`config.mk`:
```
export PLATFORM = sky130hd
export DESIGN_NAME = led_counter_gen
export DESIGN_NICKNAME = d
export VERILOG_FILES = /design/src/rtl/led_counter_gen.sv
export SDC_FILE = /design/constraint.sdc
export NUM_CORES = 1
export LEC_CHECK = 0
export BUFFER_PORTS_ARGS = -buffer_cell sky130_fd_sc_hd__buf_2
export CAP_MARGIN = 20
export CORE_MARGIN = 4
export CORE_UTILIZATION = 48
export CTS_BUF_LIST = sky130_fd_sc_hd__clkbuf_4
export DETAILED_ROUTE_END_ITERATION = 7
export PLACE_DENSITY = 0.71
export SETUP_SLACK_MARGIN = 0.05
export SLEW_MARGIN = 20
export SYNTH_ARGS = -nofsm -noshare
export SYNTH_HDL_FRONTEND = slang
export SYNTH_SLANG_ARGS = --single-unit
```
`constraint.sdc`:
```
create_clock -name clk_i -period 3.7 [get_ports clk_i]
set_clock_uncertainty 0.2 [all_clocks]
set_input_delay 0.555 -clock clk_i [delete_from_list [all_inputs] [get_ports clk_i]]
set_output_delay 0.555 -clock clk_i [all_outputs]
set_load 0.02 [all_outputs]
```
`src/rtl/led_counter_gen.sv`:
```
// Parametrised LED counter with a prescaled step and up, down, one-hot bounce and hold modes.
// Define LEDCNT_SAT_EN to make the up and down modes saturate instead of wrapping.
module led_counter_gen #(
  parameter int unsigned      WIDTH    = 8,
  parameter int unsigned      PRESCALE = 1,
  parameter logic [WIDTH-1:0] INIT     = '0
) (
  input  logic             clk_i,
  input  logic             rst_ni,
  input  logic             en_i,
  input  logic [1:0]       mode_i,
  input  logic             load_i,
  input  logic [WIDTH-1:0] load_val_i,
  output logic [WIDTH-1:0] led_o,
  output logic             wrap_o
);

  localparam int unsigned PW = (PRESCALE > 1) ? $clog2(PRESCALE) : 1;
  localparam logic [WIDTH-1:0] ONES = '1;
  localparam logic [WIDTH-1:0] ONE  = WIDTH'(1);

  typedef enum logic [1:0] {
    MODE_UP     = 2'b00,
    MODE_DOWN   = 2'b01,
    MODE_BOUNCE = 2'b10,
    MODE_HOLD   = 2'b11
  } mode_e;

  typedef enum logic {
    DIR_LEFT  = 1'b0,
    DIR_RIGHT = 1'b1
  } dir_e;

  logic [WIDTH-1:0] led_q, led_d;
  logic             wrap_q, wrap_d;
  logic [PW-1:0]    pcnt_q, pcnt_d;
  dir_e             dir_q, dir_d;
  logic             tick;
  logic             onehot;

  assign tick   = en_i && (pcnt_q == PW'(PRESCALE - 1));
  assign onehot = (led_q != '0) && ((led_q & (led_q - ONE)) == '0);

  always_ff @(posedge clk_i or negedge rst_ni) begin
    if (!rst_ni) begin
      led_q  <= INIT;
      wrap_q <= 1'b0;
      pcnt_q <= '0;
      dir_q  <= DIR_LEFT;
    end else begin
      led_q  <= led_d;
      wrap_q <= wrap_d;
      pcnt_q <= pcnt_d;
      dir_q  <= dir_d;
    end
  end

  always_comb begin
    led_d  = led_q;
    wrap_d = 1'b0;
    pcnt_d = pcnt_q;
    dir_d  = dir_q;

    if (en_i) pcnt_d = tick ? '0 : pcnt_q + PW'(1);

    // A load restarts the step period and swallows any tick on the same edge.
    if (load_i) begin
      led_d  = load_val_i;
      pcnt_d = '0;
      if (mode_e'(mode_i) == MODE_BOUNCE) dir_d = DIR_LEFT;
    end else if (tick) begin
      case (mode_e'(mode_i))
        MODE_UP: begin
`ifdef LEDCNT_SAT_EN
          if (led_q != ONES) begin
            led_d  = led_q + ONE;
            wrap_d = (led_q == (ONES - ONE));
          end
`else
          led_d  = led_q + ONE;
          wrap_d = (led_q == ONES);
`endif
        end
        MODE_DOWN: begin
`ifdef LEDCNT_SAT_EN
          if (led_q != '0) begin
            led_d  = led_q - ONE;
            wrap_d = (led_q == ONE);
          end
`else
          led_d  = led_q - ONE;
          wrap_d = (led_q == '0);
`endif
        end
        MODE_BOUNCE: begin
          // Recover from a corrupted pattern by restarting at bit 0.
          if (!onehot) begin
            led_d = ONE;
            dir_d = DIR_LEFT;
          end else if (dir_q == DIR_LEFT && led_q[WIDTH-1]) begin
            dir_d  = DIR_RIGHT;
            led_d  = led_q >> 1;
            wrap_d = 1'b1;
          end else if (dir_q == DIR_RIGHT && led_q[0]) begin
            dir_d  = DIR_LEFT;
            led_d  = led_q << 1;
            wrap_d = 1'b1;
          end else begin
            led_d = (dir_q == DIR_LEFT) ? (led_q << 1) : (led_q >> 1);
          end
        end
        default: ;
      endcase
    end
  end

  assign led_o  = led_q;
  assign wrap_o = wrap_q;

endmodule
```
# Yosys cells after proc, flatten, opt, wreduce, memory -nomap -nowiden
# Cells that the tools add are included.
dict set report op_classes {
  n_addsub 3
  eq_ne 4
  n_mux 23
  n_bitwise 3
  reduce_logical 13
}
# op count
set ops {}
lappend ops {{$mux W8} 6}
lappend ops {{$pmux W8 S3} 1}
lappend ops {{$logic_not A8 Y1} 2}
lappend ops {{$mux W1} 15}
lappend ops {{$add A8 B1 Y8 const B} 1}
lappend ops {{$and A8 B8 Y8} 1}
lappend ops {{$eq A8 B8 Y1 const B} 1}
lappend ops {{$reduce_bool A8 Y1} 1}
lappend ops {{$sub A8 B1 Y8 const B} 1}
lappend ops {{$logic_and A1 B1 Y1} 4}
lappend ops {{$ne A4 B1 Y1 const B} 1}
lappend ops {{$reduce_bool A2 Y1} 2}
lappend ops {{$reduce_bool A4 Y1} 1}
lappend ops {{$pmux W1 S3} 1}
lappend ops {{$reduce_and A3 Y1} 1}
lappend ops {{$eq A2 B1 Y1 const B} 1}
lappend ops {{$eq A2 B2 Y1 const B} 1}
lappend ops {{$logic_not A2 Y1} 1}
lappend ops {{$not A1 Y1} 2}
lappend ops {{$reduce_and A2 Y1} 1}
lappend ops {{$add A1 B1 Y1 const B} 1}
dict set report word_totals {
  ff_bits 11
  inputBits 14
  out_inout_bits 9
  word_cells 50
}

# Longest topological paths before layout
dict set report logic_depth {
  ltp_word 8
  depth_mapped 11
  ltp_nobuf 10
}

# Worst setup path after synthesis
# Ideal clock, no wire load.
dict set report synth_timing {
  path_type {register to register}
  start {register led_q[0], in the netlist led_o[0]}
  end {register wrap_q, in the netlist wrap_o}
  setup_ns 0.101
  arrival_time_ns 2.640
  t_required_ns 3.399
  path_slack_ns 0.759
  path_stages_with_launch 12
  path_buffers 1
  synth_period_minus_slack_ns 2.941
  cell_sequence {dfrtp_1 -> buf_2 -> inv_1 -> ha_1 -> inv_1 -> or4b_2 -> ha_1 -> nor4_1 -> nand2_1 -> nor2_2 -> a222oi_1 -> nor4_1}
}
dict set report synth_via {
  elab_chain_cells 8
  word_cells_on_any_way 14
  classes_between {add/sub: 1; eq/ne: 1; mux: 6; bitwise: 1; reduce/logical: 5}
}
# element line_no
set synth_rtl {}
lappend synth_rtl {{start, declared} 34} ;# logic [WIDTH-1:0] led_q, led_d;
lappend synth_rtl {{start signal, assigned} 51} ;# led_q <= led_d;
lappend synth_rtl {{$sub A8 B1 Y8} 42} ;# assign onehot = (led_q != '0) && ((led_q & (led_q - ONE)) == '0);
lappend synth_rtl {{$and A8 B8 Y8} 42}
lappend synth_rtl {{$logic_not A8 Y1} 42}
lappend synth_rtl {{$logic_and A1 B1 Y1} 42}
lappend synth_rtl {{$mux W1} 97} ;# if (!onehot) begin
lappend synth_rtl {{$pmux W1 S3 (*)} 72} ;# case (mode_e'(mode_i))
lappend synth_rtl {{$mux W1 (*)} 71} ;# end else if (tick) begin
lappend synth_rtl {{$mux W1 (*)} 67} ;# if (load_i) begin
lappend synth_rtl {{via wrap_d} 35} ;# logic wrap_q, wrap_d;
lappend synth_rtl {{end signal, assigned} 52} ;# wrap_q <= wrap_d;
lappend synth_rtl {{end, declared} 35}
# Mark *: on every way through the listed nets, which the timed path passes. The rest lies on a longest branch.
# A chain may end at the register's enable or synchronous reset.

# Worst setup path in the final report
dict set report layout_timing {
  start {register led_q[0], in the netlist led_o[0]}
  end {register led_q[6], in the netlist led_o[6]}
}
dict set report layout_via {
  elab_chain_cells 8
  word_cells_on_any_way 13
  classes_between {add/sub: 2; mux: 6; bitwise: 1; reduce/logical: 4}
}
# element line_no
set layout_rtl {}
lappend layout_rtl {{$sub A8 B1 Y8} {42, 91}}
lappend layout_rtl {{$and A8 B8 Y8} 42}
lappend layout_rtl {{$logic_not A8 Y1} 42}
lappend layout_rtl {{$logic_and A1 B1 Y1} 42}
lappend layout_rtl {{$mux W8} 97}
lappend layout_rtl {{$pmux W8 S3 (*)} 72}
lappend layout_rtl {{$mux W8 (*)} 71}
lappend layout_rtl {{$mux W8 (*)} 67}
# Every way passes the cells marked *; elsewhere a longest branch is shown, timed or not. The select of a mux whose other input is x is not followed.

==> flow_metrics.env <==
export IMPL_start_kind="flip-flop"
export IMPL_syn_nets=170
export IMPL_ys_warn_count=0
export IMPL_synth_cell_types=45
export IMPL_initial_core_util_pct=52.5
export IMPL_p_clk_share_pct=20.2
export IMPL_grt_overflow_total=0
export IMPL_synthArstFlopShare_pct=100
export IMPL_met1_usage_pct=28.6
export IMPL_num_antenna_cells=0
export IMPL_place_inst=185
export IMPL_setup_viol=0
export IMPL_slew_limit_headroom_pct=48.6
export IMPL_core_um2=2320
export IMPL_cts_repair_resize_count=0
export IMPL_die_h_um=58.4
export IMPL_hold_path_class="input port to flip-flop"
export IMPL_io_pins=23
export IMPL_min_path_cells=2
export IMPL_ys_flop_type="dfrtp_1"
export IMPL_seq_area_frac_synth_pct=22.6
export IMPL_r2r_slack_ns=0.50
export IMPL_post_cts_buffers=0
export IMPL_design_area_um2=1330
export IMPL_cts_root_buffer="clkbuf_4"
export IMPL_syn_area_um2=1220
export IMPL_p_int_uw=267
export IMPL_post_place_ws_ns=0.518
export IMPL_yosysMostFrequentCell="inv_1"
export IMPL_worst_pin_slew_ns=0.768
export IMPL_area_growth_pct=8.84
export IMPL_drive_gt1_share_pct=24.1
export IMPL_via_per_inst=6.01
export IMPL_finalNetCount=190
export IMPL_drc=0
export IMPL_synth_ff_latch_count=11
export IMPL_power_density_nw_per_um2=354
export IMPL_htree_levels=1
export IMPL_post_route_util_pct=57.2
export IMPL_ys_top_cells_by_count="17 x inv_1, 13 x ha_1, 12 x o21ai_0"
export IMPL_rr_startpoint="led_o[0]"
export IMPL_worst_ep_arrival_time_ns=3.18
export IMPL_hold_end="pcnt_q"
export IMPL_cts_buffer_depth=2
export IMPL_grt_pass1_wl_mm=5.35
export IMPL_pwr_share_comb_pct=41.2
export IMPL_rsz0062_at_grt="no"
export IMPL_p_sw_uw=202
export IMPL_crit_type="flip-flop to flip-flop"
export IMPL_syn_inst=143
export IMPL_firstDrtPassIters=4
export IMPL_fillers=241
export IMPL_min_from="en_i"
export IMPL_vias=1142
export IMPL_synth_top_area_share_pct=22.6
export IMPL_numCtsBuffers=3
export IMPL_post_synth_top_area_cell="dfrtp_1"
export IMPL_leakagePower_uw=0.000630
export IMPL_globalRoute_busiestLayer="met2"
export IMPL_synth_edf_count=0
export IMPL_fin_cells=190
export IMPL_tritoncts="yes"
export IMPL_cp_max_fo=12
export IMPL_grt_pass1_vias=1119
export IMPL_antenna_found_initial=0
export IMPL_min_period_ns=3.20
export IMPL_grt_met2_usage_pct=32.7
export IMPL_worst_setup_path_end_kind="flip-flop"
export IMPL_die_area_um2=3410
export IMPL_drv_slew=0
export IMPL_reg2reg_to="led_o[6]"
export IMPL_switching_share_pct=43.1
export IMPL_ff2ff_path_depth=10
export IMPL_met3_usage_pct=3.51
export IMPL_finalCritPeriodShare_pct=86.4
export IMPL_grt_max_degree=19
export IMPL_maxCapViolCount=0
export IMPL_drt_iter0_drc=65
export IMPL_dpl_hpwl_mm=2.41
export IMPL_die_width_um=58.4
export IMPL_rows=17
export IMPL_wl_mm=3.28
export IMPL_clkSinkCount=11
export IMPL_clkLatencyLatePin_ns=0.28
export IMPL_gp_congestion=0.876
export IMPL_hold_viol_final=0
export IMPL_required_ns=3.69
export IMPL_seqPwrFrac_pct=38.5
export IMPL_postRouteAntennaNets=0
export IMPL_clk_pin_slew_ns=0.08
export IMPL_avgRoutedWirePerCell_um=17.2
export IMPL_max_freq_mhz=313
export IMPL_port_buffers=22
export IMPL_finalSetupTns_ns=0
export IMPL_grt_usage_pct=20.5
export IMPL_peakVddDrop_uv=244
export IMPL_place_area_um2=1280
export IMPL_layout_setup_ws_ns=0.503
export IMPL_status="completed"
export IMPL_syn_area_per_cell_um2=8.51
export IMPL_synth_area_leaders="dfrtp_1 23%, ha_1 13%, inv_1 5.2%"
==> logic make-up (layout without fill, tap and decap cells) <==
logic type | count (synthesis) | after routing | share of synthesized area, %
xor+xnor | 5 | 5 | 3.60
mux | 4 | 4 | 3.70
buf+inv | 25 | 44 | 11.6
compound gates | 41 | 41 | 23.9
flops | 11 | 11 | 22.6
simple gates | 44 | 44 | 21.2
fa+ha+maj | 13 | 13 | 13.4
==> timing repair <==
item	in CTS	in global routing
endpoints found under the hold margin	11	0
hold buffers	1	0
setup endpoints to repair	0	0
==> power by group through the flow <==
stage	Combinational, µW	Sequential [µW]	Clock (µW)
global placement	185	179	0
CTS	193	178	95.2
detailed placement	191	181	0
floorplan	150	174	0
global route	213	184	102
finish	194	181	95.1
==> worst max path at each step <==
| stage | slack, ns | startpoint | to |
|---|---|---|---|
| after floorplan | 0.76 | led_o[0] | wrap_o |
| after global placement | 0.69 | led_o[0] | led_o[6] |
| after detailed placement | 0.52 | led_o[0] | led_o[6] |
| after CTS | 0.50 | led_o[0] | led_o[6] |
| after global routing | 0.31 | led_o[0] | led_o[6] |
| final | 0.50 | led_o[0] | led_o[6] |
==> per-layer routing <==
layer  part of all wire, %  wire length, µm  vias to the layer above
li1                      -                -                      562
met3                   8.4              275                        8
met2                    47             1530                       56
met1                    43             1420                      516
met5                     0                0                        -
met4                   1.4               46                        0
==> stage by stage <==
| step | hold slack, ns | power [µW] |
|---|---|---|
| 6_report | 0.252 | 470 |
| 5_1_grt | 0.257 | 499 |
| 4_1_cts | 0.252 | 467 |
| 3_5_place_dp | 0.252 | 371 |
| 3_3_place_gp | 0.245 | 364 |
| 2_1_floorplan | 0.0594 | 323 |
==> layout by cell type (no fill, tap or decap), drive strengths merged, types with 4 or more instances in the layout <==
cell / count
mux2: 4
nor3: 4
nand2: 7
a21oi: 5
nor2: 8
o21ai: 13
and3: 4
buf: 22
dfrtp: 11
a221oi: 4
a22oi: 4
clkbuf: 4
ha: 13
inv: 17
==> sequential cells by signal (all words and copies together), names as in the netlist <==
name,flops
dir_q,1
wrap_o,1
pcnt_q,1
led_o,8
==> final cells by class <==
type	count	area [µm²]	area share, %
Sequential cell	11	275	20.8
Timing Repair Buffer	23	120	9.07
Clock buffer	4	30.0	2.27
Multi-Input combinational cell	107	801	60.4
Tap cell	28	35.0	2.64
Inverter	17	63.8	4.82
==> critical path, stage by stage, from the launching register on <==
cell and delay [ns]:
dfrtp_1 0.50, inv_1 0.15, ha_1 0.16, inv_1 0.06, or4b_2 0.67, ha_1 0.21
nor4_1 0.41, nand2_1 0.12, nor2_2 0.28, a21oi_1 0.14, o21ai_0 0.21
Note: power is estimated with default switching activity, not from simulation.
